**config.mk**
```make
export PLATFORM = sky130hd
export DESIGN_NAME = apb_master_bridge
export DESIGN_NICKNAME = d
export VERILOG_FILES = /design/src/rtl/apb_pkg.sv /design/src/rtl/apb_master_bridge_fifo.sv /design/src/rtl/apb_master_bridge.sv
export SDC_FILE = /design/constraint.sdc
export NUM_CORES = 1
export LEC_CHECK = 0
export CAP_MARGIN = 25
export CELL_PAD_IN_SITES_DETAIL_PLACEMENT = 0
export CELL_PAD_IN_SITES_GLOBAL_PLACEMENT = 2
export CORE_ASPECT_RATIO = 1.75
export CORE_MARGIN = 4
export CORE_UTILIZATION = 37
export CTS_BUF_LIST = sky130_fd_sc_hd__clkbuf_16
export CTS_CLUSTER_SIZE = 40
export DETAILED_ROUTE_END_ITERATION = 16
export HOLD_SLACK_MARGIN = 0.08
export PLACE_DENSITY = 0.85
export SETUP_SLACK_MARGIN = 0.05
export SYNTH_ARGS = -nofsm -noshare
export SYNTH_HDL_FRONTEND = slang
export SYNTH_SLANG_ARGS = --single-unit
export TNS_END_PERCENT = 10
```
**constraint.sdc**
```tcl
create_clock -name clk -period 9.5 [get_ports clk]
set_input_delay 1.9 -clock clk [delete_from_list [all_inputs] [get_ports clk]]
set_output_delay 1.9 -clock clk [all_outputs]
set_load 0.01 [all_outputs]
```
**src/rtl/apb_pkg.sv**
```systemverilog
// Shared types for the APB master bridge: FSM state encoding and the
// read-data pattern returned when the slave never answers.
package apb_pkg;

    typedef enum logic [1:0] {
        IDLE    = 2'b00,
        SETUP   = 2'b01,
        ACCESS  = 2'b10,
        RD_WAIT = 2'b11
    } apb_state_e;

    localparam logic [31:0] APB_ERR_DATA = 32'hFFFF_FFFF;

endpackage

```
**src/rtl/apb_master_bridge_fifo.sv**
```systemverilog
// Request queue between the core and the APB FSM; no bypass, a push into an
// empty queue is visible on the following cycle. Pushes while full are dropped.
module apb_req_fifo #(
    parameter int DEPTH = 2,
    parameter int W     = 8
) (
    input  logic         clk,
    input  logic         rst,
    input  logic         push,
    input  logic         pop,
    input  logic [W-1:0] din,
    output logic [W-1:0] dout,
    output logic         full,
    output logic         empty
);

    localparam int PTR_W = (DEPTH > 1) ? $clog2(DEPTH) : 1;

    logic [W-1:0]     mem_q [DEPTH];
    logic [PTR_W-1:0] wr_ptr_q, wr_ptr_d;
    logic [PTR_W-1:0] rd_ptr_q, rd_ptr_d;
    logic [PTR_W:0]   cnt_q, cnt_d;
    logic             push_ok;
    logic             pop_ok;

    assign full    = (cnt_q == (PTR_W+1)'(DEPTH));
    assign empty   = (cnt_q == '0);
    assign push_ok = push && !full;
    assign pop_ok  = pop && !empty;
    assign dout    = mem_q[rd_ptr_q];

    // DEPTH is a power of two, so pointers wrap naturally.
    always_comb begin
        wr_ptr_d = wr_ptr_q;
        rd_ptr_d = rd_ptr_q;
        cnt_d    = cnt_q;
        if (push_ok) begin
            wr_ptr_d = wr_ptr_q + 1'b1;
        end
        if (pop_ok) begin
            rd_ptr_d = rd_ptr_q + 1'b1;
        end
        if (push_ok && !pop_ok) begin
            cnt_d = cnt_q + 1'b1;
        end else if (pop_ok && !push_ok) begin
            cnt_d = cnt_q - 1'b1;
        end
    end

    always_ff @(posedge clk or posedge rst) begin
        if (rst) begin
            wr_ptr_q <= '0;
            rd_ptr_q <= '0;
            cnt_q    <= '0;
        end else begin
            wr_ptr_q <= wr_ptr_d;
            rd_ptr_q <= rd_ptr_d;
            cnt_q    <= cnt_d;
        end
    end

    always_ff @(posedge clk) begin
        if (push_ok) begin
            mem_q[wr_ptr_q] <= din;
        end
    end

endmodule

```
**src/rtl/apb_master_bridge.sv**
```systemverilog
// Core load/store to APB bridge: queued requests become SETUP/ACCESS transfers;
// reads wait for the slave's valid pulse or time out with an error response.
module apb_master_bridge
    import apb_pkg::*;
#(
    parameter int ADDR_W     = 32,
    parameter int DATA_W     = 32,
    parameter int FIFO_DEPTH = 2,
    parameter int TIMEOUT    = 4
) (
    input  logic              clk,
    input  logic              rst,
    input  logic              req_valid,
    input  logic              req_we,
    input  logic [ADDR_W-1:0] req_addr,
    input  logic [DATA_W-1:0] req_wdata,
    output logic              req_ready,
    output logic              resp_valid,
    output logic              resp_we,
    output logic [DATA_W-1:0] resp_rdata,
    output logic              resp_err,
    output logic              psel,
    output logic              penable,
    output logic              pwrite,
    output logic [ADDR_W-1:0] paddr,
    output logic [DATA_W-1:0] pwdata,
    input  logic              valid,
    input  logic [DATA_W-1:0] prdata
);

    localparam int REQ_W = 1 + ADDR_W + DATA_W;
    localparam int CNT_W = $clog2(TIMEOUT + 1);

    apb_state_e        state_q, state_d;
    logic [CNT_W-1:0]  cnt_q, cnt_d;
    logic              xfer_we_q, xfer_we_d;
    logic              psel_q, psel_d;
    logic              penable_q, penable_d;
    logic              pwrite_q, pwrite_d;
    logic [ADDR_W-1:0] paddr_q, paddr_d;
    logic [DATA_W-1:0] pwdata_q, pwdata_d;
    logic              resp_valid_q, resp_valid_d;
    logic              resp_we_q, resp_we_d;
    logic              resp_err_q, resp_err_d;
    logic [DATA_W-1:0] resp_rdata_q, resp_rdata_d;

    logic              fifo_push;
    logic              fifo_pop;
    logic              fifo_full;
    logic              fifo_empty;
    logic [REQ_W-1:0]  fifo_din;
    logic [REQ_W-1:0]  fifo_dout;
    logic              head_we;
    logic [ADDR_W-1:0] head_addr;
    logic [DATA_W-1:0] head_wdata;

    assign req_ready = !fifo_full;
    assign fifo_push = req_valid && !fifo_full;
    assign fifo_din  = {req_we, req_addr, req_wdata};
    assign {head_we, head_addr, head_wdata} = fifo_dout;

    apb_req_fifo #(
        .DEPTH (FIFO_DEPTH),
        .W     (REQ_W)
    ) u_req_fifo (
        .clk   (clk),
        .rst   (rst),
        .push  (fifo_push),
        .pop   (fifo_pop),
        .din   (fifo_din),
        .dout  (fifo_dout),
        .full  (fifo_full),
        .empty (fifo_empty)
    );

    always_comb begin
        state_d      = state_q;
        cnt_d        = cnt_q;
        xfer_we_d    = xfer_we_q;
        paddr_d      = paddr_q;
        pwdata_d     = pwdata_q;
        resp_valid_d = 1'b0;
        resp_we_d    = resp_we_q;
        resp_err_d   = resp_err_q;
        resp_rdata_d = resp_rdata_q;
        fifo_pop     = 1'b0;

        unique case (state_q)
            IDLE: begin
                if (!fifo_empty) begin
                    fifo_pop  = 1'b1;
                    xfer_we_d = head_we;
                    paddr_d   = head_addr;
                    pwdata_d  = head_wdata;
                    state_d   = SETUP;
                end
            end
            SETUP: begin
                state_d = ACCESS;
            end
            ACCESS: begin
                if (xfer_we_q) begin
                    state_d      = IDLE;
                    resp_valid_d = 1'b1;
                    resp_we_d    = 1'b1;
                    resp_err_d   = 1'b0;
                    resp_rdata_d = '0;
                end else begin
                    state_d = RD_WAIT;
                    cnt_d   = '0;
                end
            end
            RD_WAIT: begin
                if (valid) begin
                    state_d      = IDLE;
                    resp_valid_d = 1'b1;
                    resp_we_d    = 1'b0;
                    resp_err_d   = 1'b0;
                    resp_rdata_d = prdata;
                end else if (cnt_q == CNT_W'(TIMEOUT - 1)) begin
                    // The slave has no error signalling; a silent slave is reported as an error read.
                    state_d      = IDLE;
                    resp_valid_d = 1'b1;
                    resp_we_d    = 1'b0;
                    resp_err_d   = 1'b1;
                    resp_rdata_d = {DATA_W{1'b1}};
                end else begin
                    cnt_d = cnt_q + 1'b1;
                end
            end
            default: begin
                state_d = IDLE;
            end
        endcase

        // APB controls are decoded from the next state so they are pure flop outputs.
        psel_d    = (state_d == SETUP) || (state_d == ACCESS);
        penable_d = (state_d == ACCESS);
        pwrite_d  = psel_d && xfer_we_d;
    end

    always_ff @(posedge clk or posedge rst) begin
        if (rst) begin
            state_q      <= IDLE;
            cnt_q        <= '0;
            xfer_we_q    <= 1'b0;
            psel_q       <= 1'b0;
            penable_q    <= 1'b0;
            pwrite_q     <= 1'b0;
            paddr_q      <= '0;
            pwdata_q     <= '0;
            resp_valid_q <= 1'b0;
            resp_we_q    <= 1'b0;
            resp_err_q   <= 1'b0;
            resp_rdata_q <= '0;
        end else begin
            state_q      <= state_d;
            cnt_q        <= cnt_d;
            xfer_we_q    <= xfer_we_d;
            psel_q       <= psel_d;
            penable_q    <= penable_d;
            pwrite_q     <= pwrite_d;
            paddr_q      <= paddr_d;
            pwdata_q     <= pwdata_d;
            resp_valid_q <= resp_valid_d;
            resp_we_q    <= resp_we_d;
            resp_err_q   <= resp_err_d;
            resp_rdata_q <= resp_rdata_d;
        end
    end

    assign psel       = psel_q;
    assign penable    = penable_q;
    assign pwrite     = pwrite_q;
    assign paddr      = paddr_q;
    assign pwdata     = pwdata_q;
    assign resp_valid = resp_valid_q;
    assign resp_we    = resp_we_q;
    assign resp_err   = resp_err_q;
    assign resp_rdata = resp_rdata_q;

endmodule

```
==> results.md <==
- CP endpoint: u_req_fifo.mem_q[0][24]
- Reg2Reg Setup Slack: 6.61 ns
- Initial core utilization: 0.377
- Power Total: 4.33 mW
- RR Endpoint: pwrite
- CP startpoint: req_valid
- DRC viols: 0
- Max-cap violations: 0
- Mapped Area: 9090 um2
- CP max FO: 41
- Synth warn: 0
- Final WL: 21500 um
- Syn Nets: 693
- First-pass GRT wire length: 33900 um
- Syn avg cell area: 15.5 um2
- Reg clk slew, reported paths: 0.06 ns
- CORE AREA: 24100 um2
- Area growth, synth to finish: 34.1%
- Die Span X: 127 um
- Worst-Skew Late Latency: 0.51 ns
- Total gr overflow: 0
- Run status: complete, no violations
- Data required, critical path: 9.63 ns
- Synthesized flop and latch total: 242
- Initial DRT Pass Iterations: 4
- H-tree depth: 1
- FF-to-FF path depth: 7
- Share of layout cells above drive strength 1: 0.116
- Library cells used by synthesis: 33
- Synth area leader: edfxtp_1
- Clock Sinks: 242
- Die Ht: 215 um
- Area of the die: 27300 um2
- Routed len/inst: 19.4 um
- CP Launch Type: input port
- Post-DRT Antenna Nets: 0
- Via-to-Cell Ratio: 4.99
- Post-synth EDFFs: 130
- Async set or reset register ratio after synthesis: 0.463
- DRT iter0 DRCs: 177
- Slew Viols, Final: 0
- Worst Tran Pin Value: 0.953 ns
- Most used flip-flop cell after synthesis: edfxtp_1
- Resized Gates After CTS: 0
- Final hold slack: 0.497 ns
- TritonCTS clock tree: built
- Detail Placement HPWL: 13900 um
- WHS Path Cells: 1
- RSZ-0062 raised after global routing: no
- Setup_tns: 0 ns
- GPL Wtd Cong: 0.799
- Number of global-route vias before repair: 6192
- Worst IR drop on VDD: 0.223 mV
- Top-area cell type share of the netlist area: 0.429
- Critical path endpoint category: register
- Worst-case clock buffer depth: 3
- Tot GR Track Use: 0.156
- Mapped Cells: 588
- Hold_buf cts: 0
- Top post-synthesis cells by area: edfxtp_1 43%, dfrtp_1 31%, mux2i_1 7.4%, a21oi_1 5.0%, a21oi_2 3.9%
- Final net count: 888
- Leakage: 4.62 nW
- # IOs: 204
- Clk_skew: 0.0188 ns
- R2r startpoint: state_q[0]
- Period minus WS final: 3.68 ns
- Max Fclk: 272 MHz
- Register area share after synthesis: 0.737
- Port buffer count: 203
- Setup bufs post-CTS: 0
- Final setup viols: 0
- Largest net degree at the start of global routing: 71
- Setup Crit Path Kind: in2reg
- Clock root cell: clkbuf_16
- Max_slew headroom: 0.365
- Power per Cell Area: 355 nW/um2
- Initial antenna violation count: 3
- CTS buffer count: 23
- Hold Path Class: reg2reg
- Tcrit/Tclk final: 0.387
- DR vias: 5537
- Critical Path AT: 3.81 ns
- Rows: 75
- Final Hold Viols: 0
state kept, by name, summed over array words and instances, names as in the netlist:
| register | cells |
|---|---|
| resp_we | 1 |
| paddr | 32 |
| resp_valid | 1 |
| u_req_fifo.wr_ptr_q | 1 |
| pwdata | 32 |
| u_req_fifo.cnt_q | 2 |
| pwrite | 1 |
| state_q | 2 |
| resp_err | 1 |
| resp_rdata | 32 |
| xfer_we_q | 1 |
| u_req_fifo.rd_ptr_q | 1 |
| u_req_fifo.mem_q | 130 |
| cnt_q | 3 |
| psel | 1 |
| penable | 1 |
worst min-delay path by stage:
stage,end,slack (ns),startpoint
after detailed placement,u_req_fifo.cnt_q[1],0.49,u_req_fifo.cnt_q[1]
after global placement,cnt_q[0],0.47,cnt_q[0]
after global routing,u_req_fifo.cnt_q[1],0.52,u_req_fifo.cnt_q[1]
final,u_req_fifo.cnt_q[1],0.50,u_req_fifo.cnt_q[1]
after CTS,u_req_fifo.cnt_q[1],0.50,u_req_fifo.cnt_q[1]
after floorplan,u_req_fifo.cnt_q[1],0.46,u_req_fifo.cnt_q[1]
power by group:
part / leakage, nW / internal, mW / switching (mW) / total [mW]
clock: 0.393 / 0.551 / 0.377 / 0.928
combinational: 1.75 / 0.817 / 0.847 / 1.66
sequential: 2.48 / 1.51 / 0.225 / 1.74
synthesized netlist by cell type (4+ instances only):
cell and number:
edfxtp_1 130, dfrtp_1 112, a21oi_1 91, mux2i_1 67, a21oi_2 41, nand2_1 36
a2bb2oi_1 32, buf_2 28, clkbuf_1 7, buf_6 5, nor2_1 5, ha_1 4
inv_1 4
placed cells by master (no fill, tap or decap), drive strengths merged:
cell type        n
xnor2            3
o22ai            1
nor3             1
diode            2
bufinv           4
a21o             2
a21oi          132
buf              9
nand2           36
nor2b            1
edfxtp         130
a32o             1
inv             11
and2             2
ha               4
a2bb2oi         32
nor3b            1
o21ai            3
o21ba            1
mux2i           67
nor2             6
dfrtp          112
clkinv           8
nand2b           1
and3             2
clkbuf          23
xor2             2
clkinvlp         1
or2              1
clkdlybuf4s50  203
per-stage QoR:
step / area [um2] / cells / utilization / setup slack, ns
after floorplan: 9090 / 588 / - / 4.30
after global placement: 11300 / 1062 / 0.470 / 5.30
after detailed placement: 11400 / 1065 / 0.473 / 5.22
after CTS: 12200 / 1107 / 0.505 / 5.76
after global routing: 12200 / 1110 / 0.506 / 5.68
final: 12200 / 1110 / 0.506 / 5.82
layer usage:
layer / vias to the layer above / share of wire / GRT usage
li1: 2566 / - / -
met1: 2748 / 0.38 / 0.169
met2: 179 / 0.53 / 0.291
met3: 42 / 0.060 / 0.0332
met4: 2 / 0.032 / 0.0605
met5: - / 0.00060 / 0
cells by family (layout without fill, tap and decap cells):
family | after synthesis | count (layout) | synth area share
flops | 242 | 242 | 0.737
compound gates | 172 | 172 | 0.127
mux | 67 | 67 | 0.0737
simple gates | 51 | 51 | 0.0241
buf+inv | 47 | 259 | 0.0279
xor+xnor | 5 | 5 | 0.00482
fa+ha+maj | 4 | 4 | 0.00550
other cells | 0 | 2 | 0
final cells by class:
type | instances | area, um2
Clock buffer | 23 | 576
Sequential cell | 242 | 6710
Inverter | 5 | 21.3
Fill cell | 2022 | 11900
Timing Repair Buffer | 212 | 2150
Multi-Input combinational cell | 299 | 2150
Antenna cell | 2 | 5.00
Tap cell | 308 | 385
Clock inverter | 19 | 194
critical path: stages:
cell	delay [ns]
clkdlybuf4s50_1	0.50
nand2_1	0.14
nor2_4	0.62
buf_4	0.60
Power figures use the tool's default switching activity.
